[config.mk]
export PLATFORM = sky130hd
export DESIGN_NAME = lector7s_bcd
export DESIGN_NICKNAME = d
export VERILOG_FILES = /design/src/rtl/lector7s_bcd.sv
export SDC_FILE = /design/constraint.sdc
export NUM_CORES = 1
export LEC_CHECK = 0
export BUFFER_PORTS_ARGS = -buffer_cell sky130_fd_sc_hd__buf_4
export CAP_MARGIN = 10
export CORE_ASPECT_RATIO = 0.9
export CORE_MARGIN = 1.5
export CORE_UTILIZATION = 55
export CTS_CLUSTER_DIAMETER = 100
export DETAILED_ROUTE_END_ITERATION = 10
export HOLD_SLACK_MARGIN = 0.1
export PLACE_DENSITY = 0.78
export SLEW_MARGIN = 20
export SYNTH_ARGS = -nofsm -noshare
export SYNTH_HDL_FRONTEND = slang
export SYNTH_SLANG_ARGS = --single-unit
[constraint.sdc]
create_clock -name clk -period 3.9 [get_ports clk]
set_clock_uncertainty 0.15 [all_clocks]
set_input_delay 0 -clock clk [delete_from_list [all_inputs] [get_ports clk]]
set_output_delay 0 -clock clk [all_outputs]
set_load 0.005 [all_outputs]
[src/rtl/lector7s_bcd.sv]
// Reads a multiplexed active-low seven-segment bus back into one BCD nibble per digit.
// Latency: a pattern held from before edge 0 is captured on edge ESTABLE+1; valido rises on that same edge.
// Backpressure: none, the bus is sampled every cycle and valido is a single-cycle strobe.
module lector7s_bcd #(
    parameter int DIGITOS = 4,
    parameter int ESTABLE = 3
) (
    input  logic                   clk,
    input  logic                   rst_n,
    input  logic [6:0]             segmentos,
    input  logic [DIGITOS-1:0]     anodos,
    output logic [4*DIGITOS-1:0]   bcd_out,
    output logic                   valido,
    output logic [DIGITOS-1:0]     error_dig
);

    localparam int CW = $clog2(ESTABLE + 1);

    logic [6:0]         seg_m, seg_s;
    logic [DIGITOS-1:0] an_m, an_s;
    logic [CW-1:0]      cnt;
    logic [DIGITOS-1:0] seen;

    logic               igual;
    logic               unico;
    logic               captura;
    logic [DIGITOS-1:0] sel;
    logic [DIGITOS-1:0] seen_next;
    logic [3:0]         nibble;
    logic               patron_ok;

    always_ff @(posedge clk or negedge rst_n) begin
        if (!rst_n) begin
            seg_m <= '1;
            seg_s <= '1;
            an_m  <= '1;
            an_s  <= '1;
        end else begin
            seg_m <= segmentos;
            seg_s <= seg_m;
            an_m  <= anodos;
            an_s  <= an_m;
        end
    end

    // Comparing the two stages lets the sample just entering count toward stability,
    // so a pattern must occupy ESTABLE+1 input cycles; the stored data always comes from the settled stage.
    always_comb begin
        sel       = ~an_s;
        unico     = $onehot(sel);
        igual     = (seg_m == seg_s) && (an_m == an_s);
        captura   = igual && unico && (cnt == CW'(ESTABLE - 1));
        seen_next = seen | sel;
    end

    always_comb begin
        nibble    = 4'd0;
        patron_ok = 1'b1;
        case (seg_s)
            7'b1000000: nibble = 4'd0;
            7'b1111001: nibble = 4'd1;
            7'b0100100: nibble = 4'd2;
            7'b0110000: nibble = 4'd3;
            7'b0011001: nibble = 4'd4;
            7'b0010010: nibble = 4'd5;
            7'b0000010: nibble = 4'd6;
            7'b1111000: nibble = 4'd7;
            7'b0000000: nibble = 4'd8;
            7'b0011000: nibble = 4'd9;
            default:    patron_ok = 1'b0;
        endcase
    end

    always_ff @(posedge clk or negedge rst_n) begin
        if (!rst_n) begin
            cnt       <= '0;
            seen      <= '0;
            bcd_out   <= '0;
            error_dig <= '0;
            valido    <= 1'b0;
        end else begin
            // Saturating at ESTABLE holds off a second capture until the pair changes.
            if (!igual || !unico)
                cnt <= '0;
            else if (cnt != CW'(ESTABLE))
                cnt <= cnt + 1'b1;

            valido <= 1'b0;
            if (captura) begin
                for (int i = 0; i < DIGITOS; i++) begin
                    if (sel[i]) begin
                        if (patron_ok) begin
                            bcd_out[4*i +: 4] <= nibble;
                            error_dig[i]      <= 1'b0;
                        end else begin
                            error_dig[i]      <= 1'b1;
                        end
                    end
                end
                if (&seen_next) begin
                    seen   <= '0;
                    valido <= 1'b1;
                end else begin
                    seen   <= seen_next;
                end
            end
        end
    end

endmodule
After elaboration in Yosys (flattened, before gate mapping)
Cells that the tools add are included.
- register bits: 49
- word-level logic and storage cells: 61
- bits of input ports: 13
- output and inout port bits: 21
- mux-type cells: 8
- bitwise operators: 2
- equal/unequal tests: 14
- reduce and logical (&&, ||, !) cells: 18
- add/sub/neg operators: 4
- operators with widths (operator ; number):
    $pmux W4 S9 ; 1
    $eq A7 B5 Y1 const B ; 3
    $eq A7 B7 Y1 const B ; 3
    $eq A7 B6 Y1 const B ; 2
    $reduce_and A3 Y1 ; 4
    $reduce_or A10 Y1 ; 1
    $reduce_and A2 Y1 ; 4
    $eq A7 B2 Y1 const B ; 1
    $eq A7 B7 Y1 ; 1
    $logic_not A7 Y1 ; 1
    $add A1 B1 Y2 ; 2
    $eq A4 B4 Y1 ; 1
    $mux W1 ; 4
    $mux W2 ; 2
    $mux W4 ; 1
    $not A4 Y4 ; 1
    $or A4 B4 Y4 ; 1
    $reduce_and A4 Y1 ; 1
    $add A2 B2 Y3 ; 1
    $eq A3 B1 Y1 const B ; 1
    $logic_and A1 B1 Y1 ; 3
    $add A2 B1 Y2 const B ; 1
    $eq A2 B2 Y1 const B ; 1
    $logic_not A1 Y1 ; 2
    other kinds (3) ; 3

Longest topological paths before layout
- depth after elaboration: 7
- mapped depth: 9
- gate-level depth less buffers: 9

Worst setup path after synthesis
Ideal clock, no wire load.
- path kind: flip-flop to flip-flop
- from: reg an_s[3]
- to: reg error_dig[2]
- path buffers: 0
- data arrival time: 3000 ps
- setup time: 125 ps
- cell stages (with the launch flop): 10
- setup slack: 625 ps
- required time: 3625 ps
- path through: dfstp_2 fa_1 inv_1 ha_1 ha_1 or3b_1 nor4_2 nand4_2 nor2_2 mux2_2
- cells in the longest elaborated chain, start to end: 7
- elaborated cells on any way between the ends: 9
- those cells by class: add/sub: 2; eq/ne: 2; bitwise: 1; reduce/logical: 4
- ends and longest elaborated chain (item ; line ; source):
    from (decl) ; 20 ; logic [DIGITOS-1:0] an_m, an_s;
    from (signal assigned) ; 42 ; an_s <= an_m;
    $not A4 Y4 ; 49 ; sel = ~an_s;
    $add A1 B1 Y2 (implied by the code) ; 50 ; unico = $onehot(sel);
    $add A2 B2 Y3 (implied by the code) ; 50 ;
    $eq A3 B1 Y1 ; 50 ;
    $logic_and A1 B1 Y1 * (2 in series) ; 52 ; captura = igual && unico && (cnt == CW'(ESTABLE - 1));
    $reduce_and A2 Y1 (no line) * ; n/a ;
    to (signal assigned) ; 79 ; error_dig <= '0;
    to (signal, indexed assignment) ; 94 ; error_dig[i] <= 1'b0;
    to (signal, indexed assignment) ; 96 ; error_dig[i] <= 1'b1;
    to (decl) ; 14 ; output logic [DIGITOS-1:0] error_dig
Every way passes the cells marked *; elsewhere a longest branch is shown, timed or not.
A chain may end at the register's enable or synchronous reset.

Worst setup path after layout
- from: reg an_s[3]
- to: reg error_dig[1]
Same word-level chain as after synthesis.

==> results.md <==
- Worst setup margin: 0.341 ns
- Count of warnings emitted by yosys: 0
- Last element of the critical path: error_dig[1]
- Number of sinks handled by clock tree synthesis: 49
- DRC marker count from the first detailed-route iteration: 96
- Number of gates resized after cts: 0
- Die height: 62.9 um
- Total half-perimeter wirelength after legalization and detailed placement: 3.04 mm
- Rows: 21
- WL/cell: 16.2 um
- Worst slack after detailed placement: 0.320 ns
- Number of enable flip-flop cells after synthesis: 0
- Async S/R FF share, synth: 1.00
- All-Layer GR Usage: 0.214
- Largest fanout of any net on the critical path: 8
- Clock tree root buffer cell: sky130_fd_sc_hd__clkbuf_8
- Power per standard cell area: 340 nW/um^2
- Count of buffers from port buffering: 33
- Classification of the worst setup path: reg -> reg
- Post-CTS Setup Repair Bufs: 0
- Number of buffers on the longest clock path: 2
- Syn Inst Count: 165
- Reg-to-reg endpoint: error_dig[1]
- Remaining global-route overflow: 0
- Setup repair after global routing missed its margin: false
- Arr. time, crit path: 3.60 ns
- Hold Path Class: in -> async
- Insertion delay to the later sink of the worst-skew pair: 0.30 ns
- Max_cap viols: 0
- RePlAce Congestion: 0.860
- Final #Nets: 228
- Cell type of the slowest stage on the worst timing path: sky130_fd_sc_hd__dfstp_2
- Start point of the critical path: an_s[3]
- Vias/cell: 5.79
- Die area: 4370 um^2
- Remaining antenna violation count after routing: 0
- Initial antenna violation count: 0
- Required time at the worst-slack endpoint: 3.95 ns
- P&R area growth vs syn: 20.7%
- CTS tree: built
- Nature of the critical path endpoint: flop
- Antenna diode count: 0
- Mapped cell area: 2190 um^2
- Most common cell after layout, fill and taps aside: sky130_fd_sc_hd__buf_4
- Global-route wire length before repair: 7.38 mm
- Effective utilization at floorplan: 0.583
- Max-Slew Margin vs Limit: 0.493
- Post-CTS Hold Buffers: 12
- DRT Pass-1 Iters: 4
- Vias in the first global route: 1524
- Number of buffers inserted during clock tree synthesis: 5
- Syn nets: 183
- Sum of internal, switching and leakage power: 0.000899 W
- Chain of cells forming the critical path: fa_1 > inv_1 > ha_1 > ha_1 > or3b_1 > nor4_2 > nand4_2 > nor2_2 > mux2_2
- Maximum number of pins on one net before global-route repair: 50
- Seq cells post-synth: 49
- Result of the run: finished clean
- Logic depth of the worst register-to-register path: 9
- Post-Route Setup TNS: 0 ns
- Most used DFF post-synth: sky130_fd_sc_hd__dfrtp_1
- Cell seen most often among critical-path stages: sky130_fd_sc_hd__ha_1
- Reg-to-Reg Start: an_s[3]
- Static leakage: 1.24 nW
- Avg Cell Area, Syn: 13.3 um^2
- Final min period: 3.56 ns
- Tcrit/Tclk final: 0.912
- Maximum vdd ir drop: 0.317 mV
- Die extent in x: 69.5 um
- Distinct cell type count of the synthesized netlist: 46
- Core region area: 3760 um^2
- Proportion of layout cells with a drive suffix above 1: 0.403
- # setup viols final: 0
- # DRC: 0
- Achievable frequency: 281 MHz
- Clock slew at reported path FFs: 0.09 ns
- Top-Level Pins: 34
- Highest-count cells in the layout ignoring fill and taps: sky130_fd_sc_hd__buf_4, sky130_fd_sc_hd__dfrtp_1, sky130_fd_sc_hd__dfstp_2
- Wirelength, routed: 4.15 mm
- Hold Fails Final Rpt: 0
- Vias after detailed routing: 1489
- Reg-to-reg setup timing slack: 0.34 ns
- Maximum level of the CTS H-tree: 2
- Least-Margin Pin Slew: 0.750 ns
- Largest stage delay on the critical path: 0.61 ns
- Max Transition Viols Final: 0
- Kind of start point of the critical path: flop
- Part of the Yosys area used for sequential elements: 0.572
[where the power goes]
| part | switching, W | internal (W) |
|---|---|---|
| sequential | 0.0000203 | 0.000530 |
| clock | 0.000157 | 0.000124 |
| combinational | 0.0000347 | 0.0000339 |
[area by class of cell]
class                      count  area (um^2)
sequential                    49         1250
inverter                      10         37.5
clock inverter                 3         17.5
clock buffer                   5         68.8
timing repair buffer          45          368
multi-input combinational     99          841
fill                         270         1110
tap                           46         57.6
[metrics by stage]
step	hold slack [ns]	cells	utilization	cell area, um^2
2_1_floorplan	-0.446	165	-	2190
3_5_place_dp	-0.111	237	0.649	2440
4_1_cts	0.105	257	0.704	2640
3_3_place_gp	-0.123	237	0.649	2440
5_1_grt	0.145	257	0.704	2640
6_report	0.103	257	0.704	2640
[worst min path at each step]
stage | slack [ns] | end | from
floorplan | -0.45 | bcd_out[0] | rst_n
global placement | -0.12 | bcd_out[3] | rst_n
detailed placement | -0.11 | bcd_out[9] | rst_n
CTS | 0.10 | bcd_out[8] | rst_n
global route | 0.14 | seen[2] | rst_n
finish | 0.10 | seen[2] | rst_n
[cells by family after synthesis]
kind of cell	Yosys count	share of synthesized area
muxes	4	0.0206
and+or+nand+nor	35	0.114
DFF	49	0.572
adders and majority gates	5	0.0320
buffers and inverters	17	0.0440
xor gates and xnor gates	15	0.0600
AOI/OAI and AO/OA	40	0.158
[worst max-delay path, delay by kind of cell, from the launching register on]
family / cells / cell delay [ns]
simple gates: 4 / 1.44
fa+ha+maj: 3 / 0.81
flops: 1 / 0.61
mux: 1 / 0.37
buf+inv: 1 / 0.07
[per-layer routing]
layer | up-vias | share of wire | track usage
li1 | 691 | - | -
met3 | 4 | 0.045 | 0.0661
met2 | 39 | 0.49 | 0.334
met4 | 0 | 0.0082 | 0.0588
met5 | - | 0 | 0
met1 | 755 | 0.46 | 0.293
[sequential cells by signal (all words and copies together) (netlist names)]
signal / flops
an_s: 4
cnt: 2
seg_s: 7
valido: 1
an_m: 4
seen: 4
bcd_out: 16
error_dig: 4
seg_m: 7
[Yosys cell counts, types with 2 or more instances]
cell,n,share of area
sky130_fd_sc_hd__a21o_1,4,0.014
sky130_fd_sc_hd__a21oi_1,2,0.0046
sky130_fd_sc_hd__a22o_1,9,0.036
sky130_fd_sc_hd__a22o_2,3,0.014
sky130_fd_sc_hd__buf_2,3,0.0069
sky130_fd_sc_hd__clkbuf_8,2,0.013
sky130_fd_sc_hd__dfrtp_1,27,0.31
sky130_fd_sc_hd__dfstp_2,22,0.26
sky130_fd_sc_hd__ha_1,4,0.023
sky130_fd_sc_hd__inv_1,10,0.017
sky130_fd_sc_hd__mux2_2,4,0.021
sky130_fd_sc_hd__nand2_1,2,0.0034
sky130_fd_sc_hd__nor2_1,9,0.015
sky130_fd_sc_hd__nor2_2,2,0.0057
sky130_fd_sc_hd__nor2_4,2,0.010
sky130_fd_sc_hd__nor3_1,3,0.0069
sky130_fd_sc_hd__nor4_1,2,0.0057
sky130_fd_sc_hd__nor4_2,3,0.017
sky130_fd_sc_hd__o211ai_1,5,0.017
sky130_fd_sc_hd__o21a_1,4,0.014
sky130_fd_sc_hd__o22ai_1,2,0.0057
sky130_fd_sc_hd__o31a_1,2,0.0080
sky130_fd_sc_hd__o31a_2,2,0.0091
sky130_fd_sc_hd__or3b_1,2,0.0080
sky130_fd_sc_hd__xnor2_1,2,0.0080
sky130_fd_sc_hd__xor2_1,13,0.052
Note: power is estimated with default switching activity, not from simulation.
